--- config.mk ---
export PLATFORM = sky130hd
export DESIGN_NAME = mem_arbiter
export DESIGN_NICKNAME = d
export VERILOG_FILES = /design/src/rtl/mem_arbiter.sv
export SDC_FILE = /design/constraint.sdc
export NUM_CORES = 1
export LEC_CHECK = 0
export ABC_AREA = 1
export CAP_MARGIN = 0
export CORE_MARGIN = 2
export CORE_UTILIZATION = 31
export DETAILED_ROUTE_END_ITERATION = 10
export GPL_TIMING_DRIVEN = 0
export HOLD_SLACK_MARGIN = 0.05
export PLACE_DENSITY = 0.84
export SYNTH_ARGS = -nofsm -noshare
export SYNTH_HDL_FRONTEND = slang
export SYNTH_SLANG_ARGS = --single-unit
export TNS_END_PERCENT = 30
--- constraint.sdc ---
create_clock -name clk -period 1.7 [get_ports clk]
set_clock_uncertainty 0.15 [all_clocks]
set_input_delay 0.34 -clock clk [delete_from_list [all_inputs] [get_ports clk]]
set_output_delay 0.34 -clock clk [all_outputs]
set_load 0.03 [all_outputs]
--- src/rtl/mem_arbiter.sv ---
`default_nettype none
// ============================================================================
// Module   : mem_arbiter
// Brief    : Shares a single-port synchronous data memory between the core and
//            a loader port; round-robin arbitration, read latency -> core stall.
// Revision : 1.0 - initial release
// ============================================================================
module mem_arbiter #(
    parameter int AW = 8,
    parameter int DW = 16
) (
    input  logic          clk,
    input  logic          rst_n,
    input  logic          core_req,
    input  logic          core_we,
    input  logic [AW-1:0] core_addr,
    input  logic [DW-1:0] core_wdata,
    output logic [DW-1:0] core_rdata,
    output logic          core_stall,
    input  logic          ld_req,
    input  logic          ld_we,
    input  logic [AW-1:0] ld_addr,
    input  logic [DW-1:0] ld_wdata,
    output logic          ld_gnt,
    output logic          ld_rvalid,
    output logic [DW-1:0] ld_rdata,
    output logic          mem_en,
    output logic          mem_we,
    output logic [AW-1:0] mem_addr,
    output logic [DW-1:0] mem_wdata,
    input  logic [DW-1:0] mem_rdata
);

    typedef enum logic [1:0] {
        c_IDLE      = 2'd0,
        c_CORE_RESP = 2'd1,
        c_LD_RESP   = 2'd2
    } resp_state_t;

    localparam logic c_GNT_CORE   = 1'b0;
    localparam logic c_GNT_LOADER = 1'b1;

    resp_state_t   r_resp_state;
    resp_state_t   w_resp_state_nxt;
    logic          r_last_gnt;
    logic          r_ld_rvalid;
    logic [DW-1:0] r_ld_rdata;
    logic          w_core_resp;
    logic          w_core_elig;
    logic          w_gnt_core;
    logic          w_gnt_ld;

    // The core may not reissue during its own response cycle; the loader may.
    always_comb begin
        w_core_resp = (r_resp_state == c_CORE_RESP);
        w_core_elig = core_req & ~w_core_resp;
        w_gnt_core  = w_core_elig & (~ld_req | (r_last_gnt == c_GNT_LOADER));
        w_gnt_ld    = ld_req & (~w_core_elig | (r_last_gnt == c_GNT_CORE));
    end

    always_comb begin
        w_resp_state_nxt = c_IDLE;
        mem_en           = 1'b0;
        mem_we           = 1'b0;
        mem_addr         = '0;
        mem_wdata        = '0;
        if (w_gnt_core) begin
            mem_en    = 1'b1;
            mem_we    = core_we;
            mem_addr  = core_addr;
            mem_wdata = core_wdata;
            if (!core_we) begin
                w_resp_state_nxt = c_CORE_RESP;
            end
        end else if (w_gnt_ld) begin
            mem_en    = 1'b1;
            mem_we    = ld_we;
            mem_addr  = ld_addr;
            mem_wdata = ld_wdata;
            if (!ld_we) begin
                w_resp_state_nxt = c_LD_RESP;
            end
        end
        ld_gnt     = w_gnt_ld;
        core_stall = core_req & ~(w_gnt_core & core_we) & ~w_core_resp;
        core_rdata = w_core_resp ? mem_rdata : '0;
    end

    always_ff @(posedge clk or negedge rst_n) begin
        if (!rst_n) begin
            r_resp_state <= c_IDLE;
            r_last_gnt   <= c_GNT_LOADER;
        end else begin
            r_resp_state <= w_resp_state_nxt;
            if (w_gnt_core) begin
                r_last_gnt <= c_GNT_CORE;
            end else if (w_gnt_ld) begin
                r_last_gnt <= c_GNT_LOADER;
            end
        end
    end

    // Loader read data is captured from the memory in its response cycle.
    always_ff @(posedge clk or negedge rst_n) begin
        if (!rst_n) begin
            r_ld_rvalid <= 1'b0;
            r_ld_rdata  <= '0;
        end else begin
            r_ld_rvalid <= (r_resp_state == c_LD_RESP);
            if (r_resp_state == c_LD_RESP) begin
                r_ld_rdata <= mem_rdata;
            end
        end
    end

    assign ld_rvalid = r_ld_rvalid;
    assign ld_rdata  = r_ld_rdata;

endmodule
`default_nettype wire

## Word level (Yosys, flattened, before mapping)

Index checks and enable logic that the tools add are counted.

| word-level totals | value |
|---|---|
| output and inout port bits | 61 |
| bits in registers | 20 |
| input port bits | 70 |

| operators by class | value |
|---|---|
| reductions and logical operators | 1 |
| muxes and demuxes | 15 |
| bitwise gates (word level) | 13 |
| equal/unequal tests | 2 |

Operators by type and width:

| operator | number |
|---|---|
| two-way mux 16 bit | 3 |
| two-way mux 8 bit | 2 |
| two-way mux 1 bit | 7 |
| bitwise AND 1 bit | 6 |
| two-way mux 2 bit | 3 |
| NOT 1 bit | 5 |
| == test 2 x 1 -> 1 bit, second input constant | 1 |
| == test 2 bit, second input constant | 1 |
| bitwise OR 1 bit | 2 |
| nonzero test 2 bit | 1 |

## Logic depth before layout (Yosys ltp)

| logic depth | value |
|---|---|
| depth in word-level cells | 8 |
| mapped depth | 6 |
| mapped depth without buffers | 6 |

## Worst setup path after synthesis

No wires, ideal clock.

| path | value |
|---|---|
| path type | input to output |
| from | input port ld_req |
| to | output port core_stall |
| arrival time | 1.256 ns |
| path slack | -0.046 ns |
| stages on the path | 4 |
| path buffers | 2 |
| path through | buf_4 > nand2_2 > buf_6 > a21oi_1 |

| on the way | value |
|---|---|
| word-level cells in the longest chain between the ends | 7 |

RTL lines:

| what | RTL line | RTL |
|---|---|---|
| from (decl) | 20 | `input logic ld_req,` |
| NOT 1 bit | 57 | `w_gnt_core = w_core_elig & (~ld_req \| (r_last_gnt == c_GNT_LOADER));` |
| bitwise OR 1 bit | 57 |  |
| bitwise AND 1 bit | 57 |  |
| bitwise AND 1 bit | 85 | `core_stall = core_req & ~(w_gnt_core & core_we) & ~w_core_resp;` |
| NOT 1 bit | 85 |  |
| bitwise AND 1 bit (2 in series) | 85 |  |
| to (decl) | 19 | `output logic core_stall,` |

Every way passes these cells.

## Final worst setup path

| path | value |
|---|---|
| from | register r_last_gnt |
| to | output port mem_wdata[5] |

| on the way | value |
|---|---|
| word-level cells in the longest chain between the ends | 5 |
| elaborated cells on any way between the ends | 7 |

RTL lines:

| what | RTL line | RTL |
|---|---|---|
| from (decl) | 45 | `logic r_last_gnt;` |
| from (signal assigned) | 92 | `r_last_gnt <= c_GNT_LOADER;` |
| from (signal assigned) | 96 | `r_last_gnt <= c_GNT_CORE;` |
| from (signal assigned) | 98 | `r_last_gnt <= c_GNT_LOADER;` |
| NOT 1 bit | 58 | `w_gnt_ld = ld_req & (~w_core_elig \| (r_last_gnt == c_GNT_CORE));` |
| bitwise OR 1 bit | 58 |  |
| bitwise AND 1 bit | 58 |  |
| two-way mux 16 bit | 75 | `end else if (w_gnt_ld) begin` |
| two-way mux 16 bit (*) | 67 | `if (w_gnt_core) begin` |
| to (decl) | 30 | `output logic [DW-1:0] mem_wdata,` |

Mark *: on every way between the ends. The rest lies on a longest branch, timed or not.

==> flow_metrics.env <==
export IMPL_maxCapViolCount=0
export IMPL_syn_cell_area_sq_mm=0.00140
export IMPL_seq_area_frac_synth_pct=35.7
export IMPL_worstMarginPinSlew_ps=873
export IMPL_ir_drop_v=0.000302
export IMPL_hpwl_microns=3960
export IMPL_rr_startpoint="r_resp_state[0]$_DFF_PN0_"
export IMPL_ys_types=19
export IMPL_dieArea_sq_mm=0.00508
export IMPL_wirelength_microns=5370
export IMPL_synth_warnings=0
export IMPL_grt_max_degree=21
export IMPL_worstPathMaxFanout=6
export IMPL_cts_max_path_buffers=2
export IMPL_setup_worst_path_start="r_last_gnt$_DFFE_PN1P_"
export IMPL_num_vias=1872
export IMPL_first_pass_iters=4
export IMPL_grt_overflow_total=0
export IMPL_finalMaxSlewViolations=0
export IMPL_clock_sinks=20
export IMPL_worstSetupEndpointType="output port"
export IMPL_place_area_sq_mm=0.00275
export IMPL_critical_path_slowest_cell="dfstp_2"
export IMPL_reg2regPathDepth=5
export IMPL_arrival_ps=1470
export IMPL_path_clk_slew_ps=70
export IMPL_antenna_left=0
export IMPL_antenna_found_initial=0
export IMPL_clock_root_buffer="clkbuf_8"
export IMPL_timing_hold_ws_ps=295
export IMPL_cts_buffers=3
export IMPL_htreeDepth=1
export IMPL_rows=24
export IMPL_power_density_mw_per_mm2=781
export IMPL_layout_cells_non_filler=387
export IMPL_layout_commonest_cell="clkdlybuf4s50_1"
export IMPL_finalNetCount=406
export IMPL_layout_min_cycle_time_ps=1960
export IMPL_fp_coreArea_sq_mm=0.00435
export IMPL_p_leak_nw=1.52
export IMPL_fin_ws_ps=-257
export IMPL_grt_pass1_wl_microns=8400
export IMPL_setup_tns_ps=-6780
export IMPL_initial_core_util_pct=32.2
export IMPL_drt_vias_per_instance=4.84
export IMPL_utilization_pct=70.0
export IMPL_holdCritStartpoint="ld_req"
export IMPL_period_share_pct=115
export IMPL_clock_latency_ps=250
export IMPL_status="finished with violations"
export IMPL_r2r_end="ld_rdata[15]$_DFFE_PN0P_"
export IMPL_grt_pass1_vias=1834
export IMPL_track_usage_pct=20.5
export IMPL_hp_class="in -> reg"
export IMPL_cts_tree="done"
export IMPL_gp_congestion=0.751
export IMPL_area_growth_pct=117
export IMPL_die_x_microns=71.3
export IMPL_crit_chain="inv_4 -> nand2_8 -> buf_6 -> nand4_1 -> nand2_1 -> buf_6"
export IMPL_place_inst=374
export IMPL_rsz0062_at_grt="true"
export IMPL_place_ws_ps=-622
export IMPL_synthCells=194
export IMPL_violations="negative setup slack"
export IMPL_crit_path_frequent_cell="buf_6"
export IMPL_syn_area_per_cell_sq_um=7.24
export IMPL_final_hold_violation_count=0
export IMPL_p_total_mw=2.38
export IMPL_finalInstanceArea_sq_mm=0.00305
export IMPL_criticalPathCategory="reg -> out"
export IMPL_avgRoutedWirePerCell_microns=13.9
export IMPL_drtIter0Drc=70
export IMPL_syn_num_nets=264
export IMPL_fmax_mhz=511
export IMPL_required_ps=1210
export IMPL_die_y_microns=71.3
export IMPL_drive_gt1_share_pct=32.8
export IMPL_diodes=0
export IMPL_mostFrequentLayoutCells="clkdlybuf4s50_1 (67), buf_6 (49), nand2_1 (42)"
export IMPL_ys_seq_elements=20
export IMPL_min_path_cells=3
export IMPL_setup_viol=42
export IMPL_holdPathEnd="r_resp_state[1]$_DFF_PN0_"
export IMPL_timing_slew_headroom_pct=41.6
export IMPL_drc_errors=0
export IMPL_setup_worst_path_start_class="flop"
export IMPL_max_stage_delay_ps=580
export IMPL_r2r_setup_slack_ps=390
export IMPL_io_pins=131
export IMPL_port_buffers=128
-- cell families (layout without fill, tap and decap cells) --
family / count (synthesis) / count (layout) / share of synthesized area [%]
AND/OR/NAND/NOR: 117 / 118 / 38.9
flip-flops: 20 / 20 / 35.7
AO/OA/AOI/OAI: 18 / 18 / 10.7
buffers and inverters: 39 / 179 / 14.6
-- report_power, final --
| part | leakage [nW] | internal [mW] | total, mW | switching [mW] |
|---|---|---|---|---|
| Clock | 0.0288 | 0.206 | 0.355 | 0.149 |
| Combinational | 1.24 | 0.607 | 1.40 | 0.791 |
| Sequential | 0.247 | 0.576 | 0.628 | 0.0521 |
| Total | 1.52 | 1.39 | 2.38 | 0.993 |
-- repair_timing --
item,4_1_cts,5_1_grt
endpoints found under the setup margin,61,44
setup buffers,1,5
pin swaps,16,10
hold buffers,0,0
resized for setup,300,56
gates cloned,2,1
-- cells in the mapped netlist (all sizes together) --
library cell,count,area [sq um]
clkbuf,3,11.3
dfstp,1,26.3
inv,21,78.8
a21oi,1,5.00
nor2,18,67.6
dfrtp,19,475
nand4,25,156
nand2,47,181
buf,15,115
o21ai,17,145
or2,1,6.26
nand3,26,135
-- metal layers --
metal,vias up,wire length (microns),GRT usage [%]
li1,927,-,-
met1,845,2020,23.1
met2,92,2760,36.7
met3,8,515,6.61
met4,0,77,6.71
met5,-,0,0
-- area by class of cell --
| type | count | area, sq um |
|---|---|---|
| fillers | 349 | 1310 |
| repair buffers | 136 | 1390 |
| inverters | 21 | 81.3 |
| plain buffers | 18 | 168 |
| clock buffers | 4 | 55.1 |
| flip-flops and latches | 20 | 502 |
| multi-input cells | 136 | 786 |
| well taps | 52 | 65.1 |
-- state kept, by name, indices dropped and copies added, names as in the netlist --
name / cells
ld_rdata: 16
r_resp_state: 2
ld_rvalid: 1
r_last_gnt: 1
-- worst max-delay path by stage --
stage | to
final | mem_wdata[5]
after global routing | mem_addr[5]
after CTS | mem_wdata[13]
after detailed placement | mem_wdata[13]
after global placement | mem_wdata[10]
after floorplan | mem_wdata[10]
-- worst max-delay path: cells and delay by family (launching register included) --
kind | cells | cell delay, ps
DFF | 1 | 580
buffers and inverters | 3 | 320
and+or+nand+nor | 3 | 310
No activity file was read; power rests on OpenSTA's default activity.
